**config.mk**
```make
export PLATFORM = sky130hd
export DESIGN_NAME = decode_issue_stage
export DESIGN_NICKNAME = d
export VERILOG_FILES = /design/src/rtl/decode_issue_stage_pkg.sv /design/src/rtl/decode_issue_stage_reg_scoreboard.sv /design/src/rtl/decode_issue_stage.sv
export SDC_FILE = /design/constraint.sdc
export NUM_CORES = 1
export LEC_CHECK = 0
export CELL_PAD_IN_SITES_DETAIL_PLACEMENT = 0
export CELL_PAD_IN_SITES_GLOBAL_PLACEMENT = 1
export CORE_ASPECT_RATIO = 0.7
export CORE_MARGIN = 2
export CORE_UTILIZATION = 35
export DETAILED_ROUTE_END_ITERATION = 8
export GPL_TIMING_DRIVEN = 0
export PLACE_DENSITY = 0.78
export SLEW_MARGIN = 40
export SYNTH_ARGS = -nofsm -noshare
export SYNTH_HDL_FRONTEND = slang
export SYNTH_SLANG_ARGS = --single-unit
```
**constraint.sdc**
```tcl
create_clock -name Clk -period 12.37 [get_ports Clk]
set_input_delay 2.474 -clock Clk [delete_from_list [all_inputs] [get_ports Clk]]
set_output_delay 2.474 -clock Clk [all_outputs]
set_load 0.01 [all_outputs]
```
**src/rtl/decode_issue_stage_pkg.sv**
```systemverilog
// ============================================================================
// Module : decode_issue_stage_pkg
// Brief  : Instruction field positions, opcode classes and decode helpers
// Rev    : 1.0  initial release
// ============================================================================
`default_nettype none

package decode_issue_stage_pkg;

   localparam int OP_HI  = 31;
   localparam int OP_LO  = 26;
   localparam int RS_HI  = 25;
   localparam int RS_LO  = 21;
   localparam int RT_HI  = 20;
   localparam int RT_LO  = 16;
   localparam int RD_HI  = 15;
   localparam int RD_LO  = 11;
   localparam int IMM_HI = 15;
   localparam int IMM_LO = 0;
   localparam int R0_IDX = 0;

   localparam logic [5:0] OP_RTYPE = 6'b000000;

   typedef enum logic [1:0] {
      OPC_RTYPE = 2'd0,
      OPC_ITYPE = 2'd1,
      OPC_STBR  = 2'd2,
      OPC_OTHER = 2'd3
   } opclass_e;

   function automatic opclass_e op_class(input logic [5:0] op);
      if (op == OP_RTYPE)
         return OPC_RTYPE;
      else if (op[5])
         return OPC_ITYPE;
      else if (op[5:4] == 2'b01)
         return OPC_STBR;
      else
         return OPC_OTHER;
   endfunction

   function automatic logic op_writes(input opclass_e cls);
      return (cls == OPC_RTYPE) || (cls == OPC_ITYPE);
   endfunction

endpackage

`default_nettype wire

```
**src/rtl/decode_issue_stage_reg_scoreboard.sv**
```systemverilog
// ============================================================================
// Module : decode_issue_stage_reg_scoreboard
// Brief  : Busy vector of in-flight register writes with set/clear/flush
// Rev    : 1.0  initial release
// ============================================================================
`default_nettype none

module decode_issue_stage_reg_scoreboard
   import decode_issue_stage_pkg::*;
#(
   parameter int AW = 5
) (
   input  logic                  clk,
   input  logic                  rst_n,
   input  logic                  i_flush,
   input  logic                  i_set,
   input  logic [AW-1:0]         i_set_idx,
   input  logic                  i_clr,
   input  logic [AW-1:0]         i_clr_idx,
   output logic [(1<<AW)-1:0]    o_eff_busy
);

   logic [(1<<AW)-1:0] r_busy;
   logic [(1<<AW)-1:0] w_set_mask;
   logic [(1<<AW)-1:0] w_clr_mask;

   // r0 is never tracked, so a writer to r0 cannot cause a stall
   always_comb begin
      w_set_mask = '0;
      w_clr_mask = '0;
      if (i_set && (i_set_idx != AW'(R0_IDX)))
         w_set_mask[i_set_idx] = 1'b1;
      if (i_clr)
         w_clr_mask[i_clr_idx] = 1'b1;
   end

   assign o_eff_busy = r_busy & ~w_clr_mask;

   // Set is OR-ed after the clear so a same-cycle set on the cleared reg wins
   always_ff @(posedge clk or negedge rst_n) begin
      if (!rst_n)
         r_busy <= '0;
      else if (i_flush)
         r_busy <= '0;
      else
         r_busy <= (r_busy & ~w_clr_mask) | w_set_mask;
   end

endmodule

`default_nettype wire

```
**src/rtl/decode_issue_stage.sv**
```systemverilog
// ============================================================================
// Module : decode_issue_stage
// Brief  : Decode/issue with writeback bypass, hazard stall and output stage
// Rev    : 1.0  initial release
// ============================================================================
`default_nettype none

module decode_issue_stage
   import decode_issue_stage_pkg::*;
#(
   parameter int DW = 32,
   parameter int AW = 5
) (
   input  logic          Clk,
   input  logic          Rst_n,
   input  logic          In_Valid,
   output logic          In_Ready,
   input  logic [31:0]   In_Instr,
   output logic [AW-1:0] RF_Adr1,
   output logic [AW-1:0] RF_Adr2,
   input  logic [DW-1:0] RF_Dout1,
   input  logic [DW-1:0] RF_Dout2,
   input  logic          WB_Valid,
   input  logic [AW-1:0] WB_Awr,
   input  logic [DW-1:0] WB_Din,
   input  logic          Flush,
   output logic          Out_Valid,
   input  logic          Out_Ready,
   output logic [5:0]    Out_Op,
   output logic [DW-1:0] Out_A,
   output logic [DW-1:0] Out_B,
   output logic [DW-1:0] Out_Imm,
   output logic [AW-1:0] Out_Dst,
   output logic          Out_WrReg
);

   logic [5:0]         w_op;
   logic [AW-1:0]      w_rs, w_rt, w_rd, w_dst;
   logic [15:0]        w_imm;
   opclass_e           w_cls;
   logic               w_wr, w_hazard, w_issue;
   logic [DW-1:0]      w_opa, w_opb;
   logic [(1<<AW)-1:0] w_eff_busy;

   logic               r_out_valid;
   logic [5:0]         r_op;
   logic [DW-1:0]      r_a, r_b, r_imm;
   logic [AW-1:0]      r_dst;
   logic               r_wr;

   assign w_op  = In_Instr[OP_HI:OP_LO];
   assign w_rs  = In_Instr[RS_HI:RS_LO];
   assign w_rt  = In_Instr[RT_HI:RT_LO];
   assign w_rd  = In_Instr[RD_HI:RD_LO];
   assign w_imm = In_Instr[IMM_HI:IMM_LO];

   assign w_cls = op_class(w_op);
   assign w_dst = (w_cls == OPC_RTYPE) ? w_rd : w_rt;
   assign w_wr  = op_writes(w_cls) && (w_dst != AW'(R0_IDX));

   assign RF_Adr1 = w_rs;
   assign RF_Adr2 = w_rt;

   // Writeback landing this edge is visible to the instruction being issued
   always_comb begin
      w_opa = RF_Dout1;
      w_opb = RF_Dout2;
      if (w_rs == AW'(R0_IDX))
         w_opa = '0;
      else if (WB_Valid && (WB_Awr == w_rs))
         w_opa = WB_Din;
      if (w_rt == AW'(R0_IDX))
         w_opb = '0;
      else if (WB_Valid && (WB_Awr == w_rt))
         w_opb = WB_Din;
   end

   assign w_hazard = w_eff_busy[w_rs] | w_eff_busy[w_rt] | (w_wr & w_eff_busy[w_dst]);
   assign In_Ready = ~Flush & ~(In_Valid & w_hazard) & (~r_out_valid | Out_Ready);
   assign w_issue  = In_Valid & In_Ready;

   decode_issue_stage_reg_scoreboard #(
      .AW (AW)
   ) u_sb (
      .clk        (Clk),
      .rst_n      (Rst_n),
      .i_flush    (Flush),
      .i_set      (w_issue & w_wr),
      .i_set_idx  (w_dst),
      .i_clr      (WB_Valid),
      .i_clr_idx  (WB_Awr),
      .o_eff_busy (w_eff_busy)
   );

   always_ff @(posedge Clk or negedge Rst_n) begin
      if (!Rst_n) begin
         r_out_valid <= 1'b0;
         r_op        <= '0;
         r_a         <= '0;
         r_b         <= '0;
         r_imm       <= '0;
         r_dst       <= '0;
         r_wr        <= 1'b0;
      end else if (Flush) begin
         r_out_valid <= 1'b0;
      end else if (w_issue) begin
         r_out_valid <= 1'b1;
         r_op        <= w_op;
         r_a         <= w_opa;
         r_b         <= w_opb;
         r_imm       <= {{(DW-16){w_imm[15]}}, w_imm};
         r_dst       <= w_dst;
         r_wr        <= w_wr;
      end else if (Out_Ready) begin
         r_out_valid <= 1'b0;
      end
   end

   assign Out_Valid = r_out_valid;
   assign Out_Op    = r_op;
   assign Out_A     = r_a;
   assign Out_B     = r_b;
   assign Out_Imm   = r_imm;
   assign Out_Dst   = r_dst;
   assign Out_WrReg = r_wr;

endmodule

`default_nettype wire
```
==> reports/qor.yml, run 1 <==
synthesis:
  synth.avg_cell_area_um2: 10.3
  syn_nets: 924
  async_reset_ff_share_pct: 100
  yosys_warnings: 0
  syn_area_um2: 8100
  synth_seq_cells: 125
  yosysUniqueCellTypes: 72
  ys.flop_type: "dfrtp_1"
  synth_seq_area_share_pct: 38.6
  netlist_instances: 785
  synth-edff-count: 0
final_layout:
  area_delta_synth_final_pct: 43.9
  multi_input_area_um2: 4390
  antenna_cells: 0
  final_common_cell: "clkdlybuf4s50_1"
  regArea_um2: 3130
  fillers: 2117
  fin_nets: 1193
  layout_common_cells: "clkdlybuf4s50_1 (246), dfrtp_1 (125), nor2_1 (99)"
  drive_above_1_share_pct: 18.2
timing:
  fin_setup_tns_ns: 0
  drv_slew: 0
  hold_viol_final: 0
  fin_crit_sh_pct: 79.5
  worst-slew-pin-transition_ns: 0.859
  fin_ws_ns: 2.53
  max_freq_mhz: 102
  setup_viol_count_final: 0
  max_slew_margin_pct: 42.1
  rsz0062_at_grt: "no"
  min_period_ns: 9.84
  fin_skew_ns: 0.00694
detailed_routing:
  drt_iter0_drc: 715
  wire_per_inst_um: 22.7
  drt_wl_total_um: 31200
  drtPass1Iterations: 5
  vias_per_cell: 5.54
  vias: 7637
  antenna_left: 0
  drc_errors: 0
pwr:
  p_comb_share_pct: 37.2
  p_sw_mw: 0.521
  p_sw_share_pct: 28.9
  sequentialPowerShare_pct: 32.2
  p_int_mw: 1.28
  vdd_ir_drop_max_mv: 0.0966
  powerDensity_nw_per_um2: 154
  p_clk_share_pct: 30.6
  power_leakage_nw: 4.76
  p_total_mw: 1.80
floorplanning:
  start_util_pct: 35.7
  die_area_um2: 24400
  die-width_um: 186
  num_rows: 46
  core_area_um2: 22700
  ioPinCount: 259
  die_h_um: 131
global_route:
  antenna_found_initial: 0
  grt_pass1_wl_um: 46800
  grt_max_degree: 68
  grt_usage_pct: 25.8
  grt_pass1_vias: 7368
  grt_remaining_overflow: 0
clock_network:
  clockBufferDepth: 2
  insertion_delay_ns: 0.44
  post-cts-setup-buffer-count: 0
  cts.sinks: 125
  postCtsHoldBufs: 0
  cts_tree: "done"
  cts.repair.resized: 0
  cts_inserted_buffers: 17
  cts.clk_slew.worst_paths_ns: 0.06
  root_buffer: "clkbuf_16"
  h-tree-depth: 4
worst_setup_path:
  critPathKind: "in -> out"
  worst-path-max-fanout: 10
  cp_slowest_cell: "nor4_2"
  cp.buffers_inverters: 5
  crit_arrival_ns: 7.36
  crit_chain: "clkdlybuf4s50_1 > clkbuf_1 > clkbuf_1 > mux2i_1 > nor3_1 > nor4_1 > o32ai_1 > nor4_2 > buf_2 > nand2_1 > a21boi_0 > clkdlybuf4s50_1"
  max_stage_delay_ns: 0.69
  cp_top_family: "buffers and inverters"
  required_ns: 9.90
  end_kind: "output port"
  cp-start-kind: "input port"
placement:
  hpwl_um: 24100
  port_buffers: 247
  pre_cts_ws_ns: 2.73
  gp_congestion: 0.947
run_status:
  status: "complete, no violations"
flow_run:
  drv_cap: 0
min_path:
  hold_path.class: "reg -> reg"
==> routing by layer <==
layer,routed length (µm),GRT usage [%],vias to the layer above
met5,0,0,-
met4,569,7.39,0
met3,3740,9.09,39
met2,12700,35.4,455
met1,14200,37.7,3734
li1,-,-,3409
==> stage by stage <==
stage	instance area, µm²	cells	util (%)	hold WS, ns
after floorplan	8100	785	-	0.527
after global placement	11000	1344	48.4	0.475
after detailed placement	11000	1347	48.6	0.489
after CTS	11700	1379	51.4	0.502
after global routing	11700	1379	51.4	0.509
final	11700	1379	51.4	0.495
==> logic make-up after synthesis <==
kind of cell	Yosys count	synth area share [%]
xor+xnor	11	1.19
compound gates	129	10.3
simple gates	248	15.9
buf+inv	94	7.47
flops	125	38.6
mux	178	26.5
==> layout make-up <==
class                           count  area share (%)
Buffer                             86            4.96
Clock buffer                       22            3.98
Clock inverter                     10            1.40
Inverter                            8           0.258
Multi-Input combinational cell    566            37.7
Sequential cell                   125            26.8
Tap cell                          312            3.35
Timing Repair Buffer              250            21.6
==> final timing paths <==
kind / slack [ns] / to / start / cells past startpoint
max: 2.53 / In_Ready / In_Instr[22] / 12
min: 0.50 / Out_A[4]$_DFFE_PN0P_ / Out_A[4]$_DFFE_PN0P_ / 1
max reg2reg: 8.88 / u_sb.r_busy[18]$_DFF_PN0_ / u_sb.r_busy[2]$_DFF_PN0_ / 10
min reg2reg: 0.50 / Out_A[4]$_DFFE_PN0P_ / Out_A[4]$_DFFE_PN0P_ / 1
max in group asynchronous: 9.65 / Out_Dst[1]$_DFFE_PN0P_ / Rst_n / 2
min in group asynchronous: 2.00 / Out_Imm[3]$_DFFE_PN0P_ / Rst_n / 1
==> power groups by stage <==
stage               Clock, mW  Combinational, mW  Sequential, mW
floorplan                   0              0.249           0.628
global placement            0              0.667           0.580
detailed placement          0              0.671           0.585
CTS                     0.554              0.674           0.580
global route            0.575              0.710           0.592
finish                  0.550              0.670           0.579
==> flip-flops by register name, indices dropped and copies added (netlist names) <==
| register | cells |
|---|---|
| u_sb.r_busy | 32 |
| Out_Valid | 1 |
| Out_Op | 6 |
| Out_B | 32 |
| Out_Imm | 16 |
| Out_A | 32 |
| Out_WrReg | 1 |
| Out_Dst | 5 |
==> Yosys cell counts, drive strengths merged (4+ instances only) <==
| library cell | count | area (µm²) |
|---|---|---|
| o22ai | 17 | 106 |
| nand2 | 21 | 81.3 |
| clkbuf | 32 | 120 |
| nor3 | 26 | 141 |
| xor2 | 8 | 70.1 |
| nand2b | 8 | 50.1 |
| mux2 | 100 | 1360 |
| buf | 54 | 455 |
| or3 | 4 | 25.0 |
| mux2i | 77 | 771 |
| nor2 | 100 | 378 |
| nand4 | 21 | 146 |
| a21oi | 27 | 139 |
| dfrtp | 125 | 3130 |
| nor4 | 24 | 163 |
| or2 | 4 | 25.0 |
| and3 | 5 | 31.3 |
| or4 | 4 | 30.0 |
| a31oi | 5 | 31.3 |
| nand3 | 13 | 65.1 |
| o21ai | 41 | 220 |
| nor2b | 5 | 31.3 |
| inv | 7 | 26.3 |
(Power assumes the default switching activity.)
==> inputs of run 2 (changes only) <==
clock period = 9.59 ns   (was 12.37 ns; I/O delays follow)
==> results of run 2 <==
Same layout as run 1 (identical final DEF). Status: complete, no violations.
Main changes from that run: setup slack after placement 2.73 ns -> 1.06 ns; setup slack after layout 2.53 ns -> 0.866 ns; register-to-register setup slack 8.88 ns -> 6.10 ns; total power 1.80 mW -> 2.32 mW; worst IR drop on VDD 0.0966 mV -> 0.125 mV
